File: config.mk
export PLATFORM = sky130hd
export DESIGN_NAME = fast_stopbit_field_decoder
export DESIGN_NICKNAME = d
export VERILOG_FILES = /design/src/rtl/fast_stopbit_field_decoder_pkg.sv /design/src/rtl/fast_stopbit_field_decoder_stopbit_priority_enc.sv /design/src/rtl/fast_stopbit_field_decoder.sv
export SDC_FILE = /design/constraint.sdc
export NUM_CORES = 1
export LEC_CHECK = 0
export BUFFER_PORTS_ARGS = -buffer_cell sky130_fd_sc_hd__buf_2
export CAP_MARGIN = 30
export CORE_MARGIN = 2
export CORE_UTILIZATION = 44
export DETAILED_ROUTE_END_ITERATION = 10
export HOLD_SLACK_MARGIN = 0.06
export PLACE_DENSITY = 0.74
export SLEW_MARGIN = 10
export SYNTH_ARGS = -nofsm -noshare
export SYNTH_HDL_FRONTEND = slang
export SYNTH_SLANG_ARGS = --single-unit
File: constraint.sdc
create_clock -name clk -period 7.74 [get_ports clk]
set_input_delay 0.387 -clock clk [delete_from_list [all_inputs] [get_ports clk]]
set_output_delay 0.387 -clock clk [all_outputs]
set_load 0.005 [all_outputs]
File: src/rtl/fast_stopbit_field_decoder_pkg.sv
// Shared constants and byte helpers for the FAST stop-bit field decoder.
package fast_stopbit_field_decoder_pkg;

  localparam int STOP_BIT     = 7;
  localparam int PAYLOAD_BITS = 7;

  // A byte terminates its field when its top bit is set.
  function automatic logic is_stop(input logic [7:0] b);
    return b[STOP_BIT];
  endfunction

  // The low seven bits carry the payload.
  function automatic logic [PAYLOAD_BITS-1:0] payload_of(input logic [7:0] b);
    return b[PAYLOAD_BITS-1:0];
  endfunction

endpackage

File: src/rtl/fast_stopbit_field_decoder_stopbit_priority_enc.sv
// Finds the first kept stop byte at or after ptr, and whether any kept
// lane follows it (i.e. whether the beat still has work after this field).
module stopbit_priority_enc #(
  parameter int C_LANES = 4,
  parameter int PTR_W   = (C_LANES > 1) ? $clog2(C_LANES) : 1
) (
  input  logic [C_LANES-1:0] keep,
  input  logic [C_LANES-1:0] stop,
  input  logic [PTR_W-1:0]   ptr,
  output logic               found,
  output logic [PTR_W-1:0]   s,
  output logic               remaining_after_s
);

  // Scan downward so the lowest qualifying lane is the one left in s.
  always_comb begin
    found             = 1'b0;
    s                 = '0;
    remaining_after_s = 1'b0;
    for (int i = C_LANES - 1; i >= 0; i--) begin
      if (i >= int'(ptr) && keep[i] && stop[i]) begin
        found = 1'b1;
        s     = PTR_W'(i);
      end
    end
    for (int i = 0; i < C_LANES; i++) begin
      if (found && i > int'(s) && keep[i]) remaining_after_s = 1'b1;
    end
  end

endmodule

File: src/rtl/fast_stopbit_field_decoder.sv
// FAST stop-bit field decoder: splits an AXIS byte stream into stop-bit
// terminated fields, concatenates 7-bit payloads big-endian across beats and
// emits one decoded field per cycle.
module fast_stopbit_field_decoder
  import fast_stopbit_field_decoder_pkg::*;
#(
  parameter int C_LANES           = 4,
  parameter int C_MAX_FIELD_BYTES = 8,
  parameter int C_STAT_WIDTH      = 32
) (
  input  logic                                   clk,
  input  logic                                   reset,
  input  logic [C_LANES*8-1:0]                   in_tdata,
  input  logic [C_LANES-1:0]                     in_tkeep,
  input  logic                                   in_tvalid,
  input  logic                                   in_tlast,
  output logic                                   in_tready,
  output logic [PAYLOAD_BITS*C_MAX_FIELD_BYTES-1:0] out_value,
  output logic [$clog2(C_MAX_FIELD_BYTES+1)-1:0] out_nbytes,
  output logic                                   out_err,
  output logic                                   out_last,
  output logic                                   out_valid,
  input  logic                                   out_ready,
  output logic [C_STAT_WIDTH-1:0]                stat_fields,
  output logic [C_STAT_WIDTH-1:0]                stat_errors
);

  localparam int VAL_W = PAYLOAD_BITS * C_MAX_FIELD_BYTES;
  localparam int NB_W  = $clog2(C_MAX_FIELD_BYTES + 1);
  localparam int PTR_W = (C_LANES > 1) ? $clog2(C_LANES) : 1;
  // acc_cnt saturates at MAX+1, plus up to a full beat in one cycle
  localparam int CNT_W = $clog2(C_MAX_FIELD_BYTES + C_LANES + 2);

  logic [C_LANES-1:0][7:0] lane_byte;
  logic [C_LANES-1:0]      lane_keep, lane_stop;

  logic [PTR_W-1:0] ptr, s;
  logic [VAL_W-1:0] acc, merged;
  logic [CNT_W-1:0] acc_cnt, n_take, cnt_sum, acc_cnt_sat;
  logic             found, remaining, work, emit, err_nxt, last_nxt;
  logic [NB_W-1:0]  nbytes_nxt;

  // Lane 0 is the most significant byte of the beat (first on the wire).
  for (genvar g = 0; g < C_LANES; g++) begin : g_lane
    assign lane_byte[g] = in_tdata[(C_LANES-g)*8-1 -: 8];
    assign lane_keep[g] = in_tkeep[C_LANES-1-g];
    assign lane_stop[g] = is_stop(lane_byte[g]);
  end

  stopbit_priority_enc #(.C_LANES(C_LANES), .PTR_W(PTR_W)) u_penc (
    .keep              (lane_keep),
    .stop              (lane_stop),
    .ptr               (ptr),
    .found             (found),
    .s                 (s),
    .remaining_after_s (remaining)
  );

  // Shift the consumed lanes' payloads under the accumulator; upper bits of
  // an overlong field fall off the top.
  always_comb begin
    merged = acc;
    n_take = '0;
    for (int i = 0; i < C_LANES; i++) begin
      if (i >= int'(ptr) && (!found || i <= int'(s)) && lane_keep[i]) begin
        merged = {merged[VAL_W-PAYLOAD_BITS-1:0], payload_of(lane_byte[i])};
        n_take = n_take + CNT_W'(1);
      end
    end
    cnt_sum     = acc_cnt + n_take;
    acc_cnt_sat = (cnt_sum > CNT_W'(C_MAX_FIELD_BYTES + 1)) ?
                  CNT_W'(C_MAX_FIELD_BYTES + 1) : cnt_sum;
    nbytes_nxt  = (cnt_sum > CNT_W'(C_MAX_FIELD_BYTES)) ?
                  NB_W'(C_MAX_FIELD_BYTES) : NB_W'(cnt_sum);
  end

  assign work      = in_tvalid && (!out_valid || out_ready);
  // A stop ends a field; tlast without a stop flushes an open field as an error.
  assign emit      = found || (in_tlast && cnt_sum != '0);
  assign err_nxt   = found ? (cnt_sum > CNT_W'(C_MAX_FIELD_BYTES)) : 1'b1;
  assign last_nxt  = found ? (!remaining && in_tlast) : 1'b1;
  assign in_tready = work && (!found || !remaining);

  // Lane pointer and cross-beat accumulator.
  always_ff @(posedge clk or posedge reset) begin
    if (reset) begin
      ptr     <= '0;
      acc     <= '0;
      acc_cnt <= '0;
    end else if (work) begin
      ptr <= (found && remaining) ? s + PTR_W'(1) : '0;
      if (emit) begin
        acc     <= '0;
        acc_cnt <= '0;
      end else begin
        acc     <= merged;
        acc_cnt <= acc_cnt_sat;
      end
    end
  end

  // Output register: reload on a work cycle, drain when accepted, else hold.
  always_ff @(posedge clk or posedge reset) begin
    if (reset) begin
      out_valid  <= 1'b0;
      out_value  <= '0;
      out_nbytes <= '0;
      out_err    <= 1'b0;
      out_last   <= 1'b0;
    end else if (work) begin
      out_valid <= emit;
      if (emit) begin
        out_value  <= merged;
        out_nbytes <= nbytes_nxt;
        out_err    <= err_nxt;
        out_last   <= last_nxt;
      end
    end else if (out_ready) begin
      out_valid <= 1'b0;
    end
  end

  // Statistics count accepted fields.
  always_ff @(posedge clk or posedge reset) begin
    if (reset) begin
      stat_fields <= '0;
      stat_errors <= '0;
    end else if (out_valid && out_ready) begin
      stat_fields <= stat_fields + C_STAT_WIDTH'(1);
      if (out_err) stat_errors <= stat_errors + C_STAT_WIDTH'(1);
    end
  end

endmodule
==> flow_summary.yaml <==
clock_network:
  cts_buffers: 17
  hold_buffers: 0
  cts_root_buffer: "clkbuf_16"
  cts_setup_buffers: 0
  h-tree-depth: 4
  clk_latency_ps: 440
  cts.sinks: 189
  clkTransAtPathRegs_ps: 80
  cts_buffer_depth: 2
  ctsResizeCount: 0
  cts_tree: "done"
yosys:
  ys_types: 60
  synth_fa_ha_area_share_pct: 1.317
  synth_fp_nets: 1053
  avgSynthCellArea_um2: 10.05
  ys_warn_count: 0
  syn-instance-count: 1002
  synth_seq_cells: 189
  synth_simple_gate_area_share_pct: 16.37
  yosysTopAreaCell: "dfrtp_1"
  synth_top_area_share_pct: 46.97
  synth.yosys.seq_area_share_pct: 46.97
  synth_edf_count: 0
  syn-cell-area_mm2: 0.01007
  synth-compound-area-share_pct: 16.54
  synth_top_family_by_area: "compound AO/OA/AOI/OAI gates"
  synth.area.mux_share_pct: 9.469
  ys_top_cells_by_area: "dfrtp_1 (47%), nand2_1 (5.3%), mux2i_1 (4.8%)"
  yosys_most_used_dff: "dfrtp_1"
  synthXorXnorAreaFrac_pct: 5.903
  synth-async-reset-ratio_pct: 100.0
critical_path:
  cp_data_arrival_time_ps: 5370
  cp_num_buf_inv: 1
  cp_cell_sequence: "nand2_1 > nand3_1 > a31oi_1 > a21oi_1 > ha_1 > a32o_1 > nand2_1 > xor2_1 > ha_1 > xor2_1 > nor3_1 > nor2b_1 > o31ai_4 > buf_12 > o21ai_0"
  end_kind: "register"
  cpMaxStageDelayCell: "a32o_1"
  worst-path-max-fanout: 66
  critical_path_class: "register to register"
  r2r_start: "ptr[1]"
  path_delay_family: "compound AO/OA/AOI/OAI gates"
  r2r_cells: 15
  cp-start-kind: "register"
  required_ps: 8050
  slowest_delay_ps: 830
  rrSetupSlack_ps: 2680
  timing.rr.end: "out_value[15]"
timing:
  whs_ps: 104.8
  rsz0062_at_grt: "false"
  slew_viol_final: 0
  skew_ps: 8.822
  period_needed_ps: 5063
  hold_violations: 0
  fmax_ghz: 0.1975
  worstMarginPinSlew_ps: 1014
  fin_setup_tns_ps: 0
  slew_headroom_pct: 32.42
  finalCritPeriodShare_pct: 65.41
  setup_viol_count_final: 0
place:
  place_hpwl_um: 17750
  gp_congestion: 0.8557
  io_buffers: 168
layout:
  fillCellCount: 2030
  drive_above_1_share_pct: 25.17
  ff_latch_area_mm2: 0.004730
  multi_input_area_mm2: 0.005024
  syn_to_final_growth_pct: 16.38
  diodes: 0
  final_nets: 1186
global_route:
  grt_max_degree: 116
  grtUsageTotal_pct: 21.25
  grt_pass1_wl_um: 41280
  grt_overflow: 0
  antenna_found_initial: 0
  grt_pass1_vias: 7748
floorplan:
  start_util_pct: 44.61
  die_w_um: 155.3
  io_pins: 169
  die_area_mm2: 0.02411
  core-area_mm2: 0.02257
  num_rows: 55
  fp.dieH_um: 155.3
power_and_ir_drop:
  power_leakage_uw: 0.005614
  ir_worst_vdd_v: 0.0001519
  power_density_mw_per_mm2: 317.6
route:
  drt-total-wl_um: 25860
  viasPerCell: 5.793
  drt_iter0_drc: 775
  drt_pass1_iterations: 5
  vias: 8301
  ant_nets: 0
  drc: 0
  wire_per_inst_um: 18.05
hold_path:
  holdCritPathClass: "primary input to asynchronous set/reset pin"
flow_run:
  cap_violations: 0
status:
  status: "finished clean"
## flip-flops by register name, summed over array words and instances, names as in the netlist, 2 cells and up
register     count
acc_cnt          4
stat_fields     32
out_value       56
out_nbytes       4
ptr              2
acc             56
stat_errors     32
## cell type report
type                       instances  share of cell area [%]
clock inverter                    14                   1.228
clock buffer                      18                   3.663
sequential                       189                   40.36
timing repair buffer             182                   8.350
inverter                          13                  0.4805
multi-input combinational        732                   42.87
tap                              285                   3.043
## synth_stat cells, drive strengths merged, types with 2 or more instances
library cell / instances
and3: 13
nor2: 45
or3b: 2
nand3: 25
a22o: 9
o31ai: 30
and2: 13
mux2i: 48
o21ai: 94
or3: 50
a211oi: 7
xor2: 20
nor3: 9
ha: 9
a32o: 3
o221a: 6
nand2b: 2
nor2b: 4
nand4: 19
nor3b: 2
and4: 4
a21oi: 4
a32oi: 2
clkbuf: 36
nand2: 142
o22a: 7
or2: 3
o22ai: 8
xnor2: 47
dfrtp: 189
a21boi: 2
o221ai: 49
buf: 32
mux2: 42
inv: 13
## cell usage in the layout, fill, tap and decap left out, types with 12 or more instances in the layout
master	count
clkbuf_16	17
and2_1	13
buf_4	12
nand2_1	141
o21ai_0	56
o31ai_1	16
xnor2_1	46
or3_1	50
inv_1	12
xor2_1	20
mux2i_1	48
buf_2	168
nor2_1	45
mux2_2	41
o21ai_1	38
nand4_1	19
nand3_1	23
o31ai_2	13
dfrtp_1	189
o221ai_1	49
and3_1	13
## where the power goes
group          switching (µW)  internal, µW  leakage, µW  total, µW
sequential                213          1240      0.00251       1450
clock                     431           432     0.000280        863
combinational             816           589      0.00283       1410
total                    1460          2260      0.00561       3720
## through the flow
step	instances	instance area (µm²)	power (µW)	setup slack, ps	utilization (%)
3_3_place_gp	1399	11110	2832	2688	49.22
4_1_cts	1431	11680	3732	2569	51.76
3_5_place_dp	1399	11110	2870	2528	49.22
2_1_floorplan	1002	10070	2364	2211	-
5_1_grt	1433	11720	3962	2233	51.91
6_report	1433	11720	3721	2677	51.91
## logic make-up after synthesis
| logic type | after synthesis |
|---|---|
| AO/OA/AOI/OAI | 227 |
| XOR/XNOR | 67 |
| adder cells (fa/ha/maj) | 10 |
| buffers and inverters | 81 |
| flip-flops | 189 |
| multiplexers | 90 |
| AND/OR/NAND/NOR | 338 |
## worst max-delay path by stage
| stage | start | endpoint | slack (ps) | cells after the start |
|---|---|---|---|---|
| floorplan | reset | acc[0] | 2210 | 1 |
| global placement | in_tkeep[3] | out_value[14] | 2690 | 15 |
| detailed placement | in_tkeep[3] | out_value[12] | 2530 | 15 |
| CTS | ptr[1] | out_value[15] | 2570 | 14 |
| global route | ptr[1] | out_value[24] | 2230 | 16 |
| finish | ptr[1] | out_value[15] | 2680 | 15 |
## metal layers
layer	GRT usage, %	share of wire (%)
met4	7.427	2.4
met3	4.123	6.1
met2	34.07	47
met5	0	0
met1	28.94	44
(Power assumes the default switching activity.)
